--- src/rtl/brick_field.sv ---
// Breakout brick wall: hit-edge detection, scoring, level clear/refill, and a registered brick pixel renderer.
// Optional build macro BRICK_BORDER_EN draws a 1-pixel white outline on every visible brick.
module brick_field #(
   parameter int NUM_X        = 14,
   parameter int NUM_Y        = 4,
   parameter int BLOCK_W      = 40,
   parameter int BLOCK_H      = 20,
   parameter int SPACING      = 5,
   parameter int START_X      = 152,
   parameter int START_Y      = 150,
   parameter int CLEAR_CYCLES = 50_000_000
) (
   input  logic        clk,
   input  logic        rst,
   input  logic [9:0]  hCount,
   input  logic [9:0]  vCount,
   input  logic [55:0] hit_mask_in,
   output logic [55:0] visible,
   output logic        block_on,
   output logic [11:0] block_pixel,
   output logic [15:0] score,
   output logic [3:0]  level,
   output logic        level_clear
);

   localparam int NUM_BRICKS = NUM_X * NUM_Y;
   localparam int IDX_W      = $clog2(NUM_BRICKS);
   localparam int CNT_W      = $clog2(CLEAR_CYCLES + 1);

   typedef enum logic [1:0] {PLAY, CLEAR_HOLD, REFILL} state_t;

   state_t               state, state_next;
   logic [CNT_W-1:0]     hold_cnt;
   logic [NUM_BRICKS-1:0] hit_prev;
   logic [NUM_BRICKS-1:0] newly;

   logic [10:0]          x0, y0;
   logic                 col_hit, row_hit;
   int                   col_i, row_i;
   logic [IDX_W-1:0]     idx;
   logic                 on_next;
   logic [11:0]          pix_next;
`ifdef BRICK_BORDER_EN
   logic                 edge_x, edge_y;
`endif

   function automatic logic [5:0] popcount(input logic [NUM_BRICKS-1:0] v);
      logic [5:0] cnt;
      cnt = '0;
      for (int i = 0; i < NUM_BRICKS; i++) cnt = cnt + 6'(v[i]);
      return cnt;
   endfunction

   function automatic logic [15:0] sat_add(input logic [15:0] s, input logic [5:0] n);
      logic [16:0] sum;
      sum = {1'b0, s} + {11'b0, n};
      return sum[16] ? 16'hFFFF : sum[15:0];
   endfunction

   function automatic logic [11:0] row_colour(input int r);
      case (r)
         0:       return 12'hF00;
         1:       return 12'hF80;
         2:       return 12'hFF0;
         default: return 12'h0F0;
      endcase
   endfunction

   // A brick counts only on the cycle its hit bit falls, and only if still standing.
   assign newly = hit_prev & ~hit_mask_in & visible;

   always_ff @(posedge clk) begin
      if (rst) state <= PLAY;
      else     state <= state_next;
   end

   always_comb begin
      state_next  = state;
      level_clear = 1'b0;
      case (state)
         PLAY:       if (visible == '0) state_next = CLEAR_HOLD;
         CLEAR_HOLD: begin
            level_clear = 1'b1;
            if (hold_cnt == CNT_W'(CLEAR_CYCLES - 1)) state_next = REFILL;
         end
         REFILL:     state_next = PLAY;
         default:    state_next = PLAY;
      endcase
   end

   always_ff @(posedge clk) begin
      if (rst) begin
         visible  <= '1;
         hit_prev <= '1;
         score    <= '0;
         level    <= '0;
         hold_cnt <= '0;
      end else begin
         hit_prev <= hit_mask_in;
         case (state)
            PLAY: begin
               visible  <= visible & ~newly;
               score    <= sat_add(score, popcount(newly));
               hold_cnt <= '0;
            end
            CLEAR_HOLD: hold_cnt <= hold_cnt + 1'b1;
            REFILL: begin
               visible <= '1;
               if (level != 4'hF) level <= level + 4'd1;
            end
            default: ;
         endcase
      end
   end

   always_comb begin
      x0       = '0;
      y0       = '0;
      col_hit  = 1'b0;
      row_hit  = 1'b0;
      col_i    = 0;
      row_i    = 0;
      on_next  = 1'b0;
      pix_next = '0;
`ifdef BRICK_BORDER_EN
      edge_x   = 1'b0;
      edge_y   = 1'b0;
`endif
      for (int c = 0; c < NUM_X; c++) begin
         x0 = 11'(START_X + c * (BLOCK_W + SPACING));
         if ({1'b0, hCount} >= x0 && {1'b0, hCount} < x0 + 11'(BLOCK_W)) begin
            col_hit = 1'b1;
            col_i   = c;
`ifdef BRICK_BORDER_EN
            edge_x  = ({1'b0, hCount} == x0) || ({1'b0, hCount} == x0 + 11'(BLOCK_W - 1));
`endif
         end
      end
      for (int r = 0; r < NUM_Y; r++) begin
         y0 = 11'(START_Y + r * (BLOCK_H + SPACING));
         if ({1'b0, vCount} >= y0 && {1'b0, vCount} < y0 + 11'(BLOCK_H)) begin
            row_hit = 1'b1;
            row_i   = r;
`ifdef BRICK_BORDER_EN
            edge_y  = ({1'b0, vCount} == y0) || ({1'b0, vCount} == y0 + 11'(BLOCK_H - 1));
`endif
         end
      end
      idx = IDX_W'(row_i * NUM_X + col_i);
      if (col_hit && row_hit && visible[idx]) begin
         on_next  = 1'b1;
         pix_next = row_colour(row_i);
`ifdef BRICK_BORDER_EN
         if (edge_x || edge_y) pix_next = 12'hFFF;
`endif
      end
   end

   // Pixel stage: outputs reflect the coordinates sampled at the previous edge.
   always_ff @(posedge clk) begin
      if (rst) begin
         block_on    <= 1'b0;
         block_pixel <= '0;
      end else begin
         block_on    <= on_next;
         block_pixel <= pix_next;
      end
   end

endmodule

--- config.mk ---
export PLATFORM = sky130hd
export DESIGN_NAME = brick_field
export DESIGN_NICKNAME = d
export VERILOG_FILES = /design/src/rtl/brick_field.sv
export SDC_FILE = /design/constraint.sdc
export NUM_CORES = 1
export LEC_CHECK = 0
export CAP_MARGIN = 30
export CORE_ASPECT_RATIO = 0.9
export CORE_MARGIN = 5
export CORE_UTILIZATION = 58
export DETAILED_ROUTE_END_ITERATION = 7
export GPL_TIMING_DRIVEN = 0
export HOLD_SLACK_MARGIN = 0.1
export PLACE_DENSITY_LB_ADDON = 0.2
export SKIP_LAST_GASP = 1
export SYNTH_ARGS = -nofsm -noshare
export SYNTH_HDL_FRONTEND = slang
export SYNTH_SLANG_ARGS = --single-unit
export TNS_END_PERCENT = 30
--- constraint.sdc ---
create_clock -name clk -period 14.4 [get_ports clk]
set_input_delay 2.88 -clock clk [delete_from_list [all_inputs] [get_ports clk]]
set_output_delay 2.88 -clock clk [all_outputs]
set_load 0.02 [all_outputs]
# Word-level counts from Yosys, hierarchy flattened
# Cells that the tools add are included.
# classes
n_addsub	59
multipliers	1
n_lt_le_gt_ge	37
n_eq_ne	8
muxes	45
n_bitwise	6
n_reduce_logical	28
# op_table
cell	count
$add A6 B1 Y6	50
$and A56 B56 Y56	3
$not A56 Y56	2
$pmux W56 S2	1
$mux W6	12
$ge A10 B8 Y1 const B	7
$mux W32	2
$ge A10 B10 Y1 const B	6
$lt A10 B10 Y1 const B	6
$lt A10 B8 Y1 const B	6
$lt A10 B9 Y1 const B	6
$logic_not A56 Y1	1
$pmux W26 S2	1
$ge A10 B9 Y1 const B	5
$pmux W12 S3	1
$eq A32 B1 Y1 const B	1
$eq A32 B2 Y1 const B	1
$logic_not A32 Y1	1
$mul A32 B4 Y5 const B	1
$add A26 B1 Y26 const B	1
$eq A26 B26 Y1 const B	1
$mux W1	23
$logic_and A1 B1 Y1	20
$add A16 B6 Y17	1
21 further kinds	25
# totals
ff_bits	173
input_bits	78
output_inout_bits	90

# Longest topological paths before layout
# Gate-level depths: netlist (run 1).
# logic_depth
depth_word	60
ltp_mapped	26
ltp_nobuf	26

# Worst setup path after synthesis (run 1)
# No wires, ideal clock.
# synth_path
kind	input -> register
from	in hit_mask_in[46]
to	reg score[11]
t_arrival_ns	9.306
setup_slack_ns	4.977
path_stages	26
path_buffers	0
cell_sequence	nand2b_1 > nor2_1 > fa_1 > fa_1 > inv_1 > fa_1 > fa_1 > inv_1 > fa_1 > inv_1 > fa_1 > fa_1 > fa_1 > fa_1 > inv_1 > fa_1 > a21o_1 > a21oi_1 > o21ai_0 > a21oi_1 > o21bai_1 > a211o_1 > nand3_1 > o21a_1 > a41o_1 > nor2_1
# synth_via
elab_chain_len	15
# synth_rtl
element	line	text
start: declaration	17	input logic [55:0] hit_mask_in,
$not A56 Y56	70	assign newly = hit_prev & ~hit_mask_in & visible;
$and A56 B56 Y56 (2 in series)	70	
$add A6 B1 Y6 (10 in series)	50	for (int i = 0; i < NUM_BRICKS; i++) cnt = cnt + 6'(v[i]);
$add A16 B6 Y17	56	sum = {1'b0, s} + {11'b0, n};
$mux W16	57	return sum[16] ? 16'hFFFF : sum[15:0];
end signal: assignment	103	score <= sat_add(score, popcount(newly));
end: declaration	21	output logic [15:0] score,
# Every way passes these cells.
# A chain may end at the register's enable or synchronous reset.

# Worst setup path after layout (run 1)
# layout_path
from	in hit_mask_in[48]
to	reg score[14]
# layout_via
elab_chain_len	13
# layout_rtl
element	line
$not A56 Y56	70
$and A56 B56 Y56 (2 in series)	70
$add A6 B1 Y6 (8 in series)	50
$add A16 B6 Y17	56
$mux W16	57
# Every way passes these cells.

==> impl_metrics.json, run 1 <==
{
  "routed-via-count": 8352,
  "yosys.cell_types.count": 69,
  "grt_overflow": 0,
  "grt_pass1_wl_um": 40700,
  "row_count": 44,
  "setup_viol": 0,
  "antenna_found_initial": 1,
  "grt_max_degree": 17,
  "clock-skew-final_ns": 0.0121,
  "number_of_h_tree_levels": 4,
  "fin_total_pwr_uw": 2820,
  "crit_share_post_route_pct": 69.8,
  "viasPerCell": 5.67,
  "path_class": "in -> reg",
  "worstPathMaxFanout": 6,
  "crit_path_end_kind": "flip-flop",
  "timing.final.hold_violations": 0,
  "worst_hold_slack_ns": 0.488,
  "track_usage_pct": 27.4,
  "cts_hold_repair.buffers": 0,
  "async_flop_share_pct": 0,
  "most-common-layout-cells": "164 x dfxtp_1, 162 x clkdlybuf4s50_1, 99 x nand2_1",
  "detail_route.wl_per_cell_um": 17.3,
  "critical_path_required_ns": 14.70,
  "n_fill_cell": 1186,
  "synth_ff_type": "dfxtp_1",
  "detailedRoute.firstIterationViolations": 623,
  "initial_utilization_pct": 58.8,
  "sequential_cell_area_um2": 3280,
  "layout-drive-gt1-share_pct": 9.87,
  "tightestPinTransition_ns": 0.777,
  "syn_avg_cell_area_um2": 8.83,
  "placeableCoreArea_um2": 16100,
  "detail-route-antenna-nets": 0,
  "hp-class": "reg -> reg",
  "yosys_register_bits": 164,
  "num-nets-final": 1419,
  "post-cts-setup-buffer-count": 0,
  "finalWeightedCongestion": 0.960,
  "detail_route.drc_violations": 0,
  "max-vdd-ir-drop_v": 0.000584,
  "floorplan.die.height_um": 131,
  "cts_num_sinks": 164,
  "cellPowerDensity_nw_per_um2": 235,
  "setup.worst_path.start_class": "primary input",
  "maxClockFrequency_mhz": 99.5,
  "first_global_vias": 8218,
  "hpwl_reported_at_the_end_of_detailed_placement_um": 19200,
  "tritoncts": "built",
  "max_slew_headroom_at_the_worst_pin_pct": 48.2,
  "chipWidth_um": 145,
  "io-pin-count": 168,
  "layout.cells.most_common": "dfxtp_1",
  "yosys_warnings": 0,
  "timing_max_transition_violations_final": 0,
  "worstPathArrival_ns": 10.35,
  "clk_latency_ns": 0.43,
  "seq_area_frac_synth_pct": 34.8,
  "port-buffer-count": 162,
  "drtPass1Iterations": 5,
  "total_of_max_cap_violations": 0,
  "multiInputGateArea_um2": 5620,
  "mappedNetlistArea_um2": 9450,
  "tritoncts.num_buffers": 17,
  "grt_setup_unrepaired": "no",
  "synth-edff-count": 0,
  "p_leak_uw": 0.00511,
  "die-area_um2": 18900,
  "drt_wl_total_um": 25400,
  "timing.setup.tns_ns": 0,
  "status": "completed",
  "n_antenna_cell": 0,
  "clock_tree.root_cell": "clkbuf_16",
  "cts_repair_resize_count": 0,
  "synthCells": 1070,
  "cts.path.max_buffers": 2,
  "timing.final.crit_period_ns": 10.05,
  "cts.clk_slew.worst_paths_ns": 0.07,
  "syn_to_final_growth_pct": 27.0
}
metal layers:
layer,routed length (um),track usage (%)
met5,13,0
met3,1930,5.69
met1,10600,35.4
met2,12200,45.6
met4,716,10.1
logic make-up after synthesis:
group | share of synthesized area, %
simple gates | 25.8
compound gates | 12.5
fa+ha+maj | 15.4
other cells | 0.0397
mux | 2.60
xor+xnor | 3.06
flops | 34.8
buf+inv | 5.88
metrics by stage:
stage	instance area [um^2]	std cells	setup WS (ns)	util (%)
6_report	12000	1474	4.35	74.6
5_1_grt	12000	1474	3.86	74.6
4_1_cts	12000	1474	4.35	74.6
3_5_place_dp	11300	1442	3.97	70.5
3_3_place_gp	11300	1442	4.05	70.5
2_1_floorplan	9460	1073	4.98	-
state kept, by name (all words and copies together), names as in the netlist:
name	count
block_on	1
block_pixel	3
hit_prev	56
hold_cnt	26
level	4
score	16
state	2
visible	56
final cells by class:
cell class | count | area share [%]
buffer | 48 | 2.13
multi-input combinational | 781 | 46.9
inverter | 80 | 2.50
clock inverter | 14 | 1.79
sequential | 164 | 27.4
clock buffer | 18 | 3.66
tap | 207 | 2.16
timing repair buffer | 162 | 13.5
power breakdown:
part	leakage [uW]	internal (uW)	switching, uW
Combinational	0.00343	851	939
Sequential	0.00136	499	31.1
Clock	0.000319	301	202
Total	0.00511	1650	1170
cells in the mapped netlist (all sizes together) (4+ instances only):
| master | instances | area, um^2 |
|---|---|---|
| dfxtp | 164 | 3280 |
| a211o | 4 | 35.0 |
| nor2b | 10 | 62.6 |
| nand3b | 34 | 255 |
| and2 | 4 | 25.0 |
| or3 | 5 | 32.5 |
| nor2 | 92 | 345 |
| nand4 | 9 | 56.3 |
| ha | 38 | 475 |
| a21o | 5 | 37.5 |
| mux4 | 7 | 173 |
| clkbuf | 27 | 101 |
| and3 | 8 | 50.1 |
| a211oi | 9 | 72.6 |
| xor2 | 23 | 201 |
| xnor2 | 10 | 87.6 |
| nand2b | 72 | 450 |
| o21a | 7 | 52.6 |
| nand2 | 100 | 378 |
| a31oi | 11 | 75.1 |
| o211ai | 6 | 45.0 |
| nor4 | 18 | 119 |
| mux2i | 5 | 50.1 |
| or2 | 59 | 369 |
| inv | 80 | 300 |
| fa | 49 | 981 |
| a311oi | 9 | 78.8 |
| buf | 21 | 154 |
| o21ai | 78 | 390 |
| nand3 | 26 | 130 |
| nor3 | 13 | 81.3 |
| a21oi | 25 | 125 |
| a22oi | 6 | 45.0 |
critical path, cell delays in order:
cell and delay (ns):
clkdlybuf4s50_1 0.50, nand2b_1 0.13, nor2_1 0.06, fa_1 0.49, fa_1 0.51, inv_1 0.06, fa_1 0.52, fa_1 0.54
inv_1 0.06, fa_1 0.48, inv_1 0.05, fa_1 0.47, fa_1 0.53, fa_1 0.57, fa_1 0.20, inv_1 0.05
fa_1 0.40, a21o_1 0.21, a21oi_1 0.25, o21ai_0 0.13, a21oi_1 0.23, o21bai_1 0.11, a211o_1 0.32, nand3_1 0.19
inv_1 0.11, a31oi_1 0.20, a311oi_1 0.08
final timing paths:
kind,start,end,slack (ns),cells after the start
worst max-delay path,hit_mask_in[48],score[14]$_SDFFE_PP0P_,4.35,27
worst min-delay path,hold_cnt[21]$_SDFFE_PP0P_,hold_cnt[21]$_SDFFE_PP0P_,0.49,2
worst max register to register,visible[46]$_SDFFE_PP1P_,score[14]$_SDFFE_PP0P_,6.86,26
worst min register to register,hold_cnt[21]$_SDFFE_PP0P_,hold_cnt[21]$_SDFFE_PP0P_,0.49,2
Power figures use the tool's default switching activity.
==> run 2, diff against run 1 <==
--- a/config.mk
+++ b/config.mk
@@ -8,7 +8,7 @@
 export CAP_MARGIN = 30
 export CORE_ASPECT_RATIO = 0.9
 export CORE_MARGIN = 5
-export CORE_UTILIZATION = 58
+export CORE_UTILIZATION = 48
 export DETAILED_ROUTE_END_ITERATION = 7
 export GPL_TIMING_DRIVEN = 0
 export HOLD_SLACK_MARGIN = 0.1
==> constraint.sdc (replaced) <==
create_clock -name clk -period 8.07 [get_ports clk]
set_input_delay 1.614 -clock clk [delete_from_list [all_inputs] [get_ports clk]]
set_output_delay 1.614 -clock clk [all_outputs]
set_load 0.02 [all_outputs]
==> impl_metrics.json, run 2 (synthesis results as in run 1) <==
{
  "crit_share_post_route_pct": 98.2,
  "grt_pass1_wl_um": 41100,
  "setup.worst_path.start_class": "primary input",
  "whs_path_depth": 2,
  "postPlaceCellArea_um2": 11400,
  "io-pin-count": 168,
  "number_of_h_tree_levels": 4,
  "clock-skew-final_ns": 0.0101,
  "critical_path.top_delay_family": "adder cells",
  "fin_total_pwr_uw": 5080,
  "crit_path_end_kind": "flip-flop",
  "num-nets-final": 1425,
  "detailedRoute.firstIterationViolations": 398,
  "n_antenna_cell": 0,
  "cp.buffers_inverters": 5,
  "detail_route.drc_violations": 0,
  "antenna_found_initial": 1,
  "cts.clk_slew.worst_paths_ns": 0.07,
  "globalRouteMet2Util_pct": 37.1,
  "timing_max_transition_violations_final": 0,
  "worstPathMaxFanout": 6,
  "critPathSlowestCell": "fa_1",
  "tritoncts": "built",
  "total_of_max_cap_violations": 0,
  "cts_hold_repair.buffers": 0,
  "clk_latency_ns": 0.43,
  "cts_num_sinks": 164,
  "timing.final.crit_period_ns": 7.92,
  "hpwl_reported_at_the_end_of_detailed_placement_um": 19800,
  "critical_path.reg2reg.endpoint": "score[13]$_SDFFE_PP0P_",
  "count_of_cells_along_the_worst_register_to_register_path": 24,
  "track_usage_pct": 23.1,
  "p_leak_uw": 0.00521,
  "max-vdd-ir-drop_v": 0.000976,
  "critical_path_required_ns": 8.36,
  "drtPass1Iterations": 5,
  "routed-via-count": 8066,
  "max_slew_headroom_at_the_worst_pin_pct": 47.2,
  "worstPathArrival_ns": 8.22,
  "grt_overflow": 0,
  "grt_setup_unrepaired": "yes",
  "detail-route-antenna-nets": 0,
  "stdcell_area_um2": 12200,
  "drt_wl_total_um": 25700,
  "status": "completed",
  "viasPerCell": 5.30,
  "gr-usage-met3_pct": 5.85,
  "chipWidth_um": 158,
  "layout-drive-gt1-share_pct": 14.2,
  "port-buffer-count": 162,
  "grt.busiest_layer": "met2",
  "first_global_vias": 7902,
  "die-area_um2": 22600,
  "initial_utilization_pct": 49.0,
  "syn_to_final_growth_pct": 28.9,
  "tritoncts.num_buffers": 17,
  "min_from": "hold_cnt[23]$_SDFFE_PP0P_",
  "setup.reg_to_reg.worst_slack_ns": 1.03,
  "cp_common_cell": "fa_1",
  "placeableCoreArea_um2": 19300,
  "clock_tree.root_cell": "clkbuf_16",
  "cellPowerDensity_nw_per_um2": 417,
  "row_count": 48,
  "timing.setup.tns_ns": 0,
  "n_fill_cell": 1625,
  "cts.path.max_buffers": 2,
  "hold_path_end": "hold_cnt[23]$_SDFFE_PP0P_",
  "most-common-layout-cells": "164 x dfxtp_1, 136 x clkdlybuf4s50_1, 99 x nand2_1",
  "biggestRegsByFlops": "hit_prev (56), visible (56), hold_cnt (26)",
  "path_class": "in -> reg",
  "setup_viol": 0,
  "cp_slowest_stage_delay_ns": 0.57,
  "finalWeightedCongestion": 0.873,
  "worst_r2r_startpoint": "visible[24]$_SDFFE_PP1P_",
  "timing.final.hold_violations": 0,
  "tightestPinTransition_ns": 0.789,
  "floorplan.die.height_um": 143,
  "layout.cells.most_common": "dfxtp_1",
  "met1_resource_use_gr_pct": 30.3,
  "maxClockFrequency_mhz": 126,
  "sequential_cell_area_um2": 3280,
  "hp-class": "reg -> reg",
  "grt_max_degree": 17,
  "multiInputGateArea_um2": 5810,
  "detail_route.wl_per_cell_um": 16.9
}
## run 2: cell types whose count changed in the layout (fill, tap and decap cells not counted), sizes merged
cell           change
buf                +8
bufinv             -1
clkbuf            +11
clkdlybuf4s15      +4
clkdlybuf4s50     -26
clkinv             -1
dlygate4sd2       +10
dlymetal6s2s       +1
## run 2: worst min-delay path: cells and delay by family (launching register included)
kind	cells	cell delay, ns
flip-flops	1	0.32
AO/OA/AOI/OAI	2	0.13
## run 2: area by class of cell
class,count,area share [%]
multi-input combinational,781,47.7
sequential,164,27.0
tap,250,2.57
timing repair buffer,168,13.3
clock inverter,12,1.37
inverter,80,2.47
clock buffer,20,3.59
buffer,48,2.10
## run 2: layer usage
layer | routed length (um) | share of wire, %
met1 | 11200 | 44
met2 | 11900 | 46
met3 | 1860 | 7.3
met4 | 692 | 2.7
met5 | 11 | 0.043
## run 2: stage by stage
stage          setup WS [ns]  util, %  cells  hold slack, ns
6_report               0.147     63.2   1523           0.487
3_5_place_dp           -1.06     59.1   1485           0.478
4_1_cts              0.00796     62.9   1520           0.489
3_3_place_gp          -0.992     59.1   1485           0.466
2_1_floorplan        -0.0492        -   1073           0.454
5_1_grt              -0.0660     63.2   1523           0.525
## run 2: where the power goes
group          switching [uW]  internal (uW)
Combinational            1680           1610
Clock                     352            494
Sequential               57.7            891
Total                    2090           2990
## run 2: worst max path at each step
stage	from	end	cells after the start
after floorplan	hit_mask_in[46]	score[11]$_SDFFE_PP0P_	26
after CTS	hit_mask_in[50]	score[11]$_SDFFE_PP0P_	27
after detailed placement	hit_mask_in[46]	score[13]$_SDFFE_PP0P_	27
final	hit_mask_in[24]	score[13]$_SDFFE_PP0P_	25
after global routing	hit_mask_in[6]	score[13]$_SDFFE_PP0P_	26
after global placement	hit_mask_in[12]	score[11]$_SDFFE_PP0P_	25
## run 2: timing repair
| item | 4_1_cts | 5_1_grt |
|---|---|---|
| setup buffers | 3 | 3 |
| setup endpoints to repair | 16 | 16 |
| pin swaps | 33 | 11 |
| resized for setup | 54 | 47 |
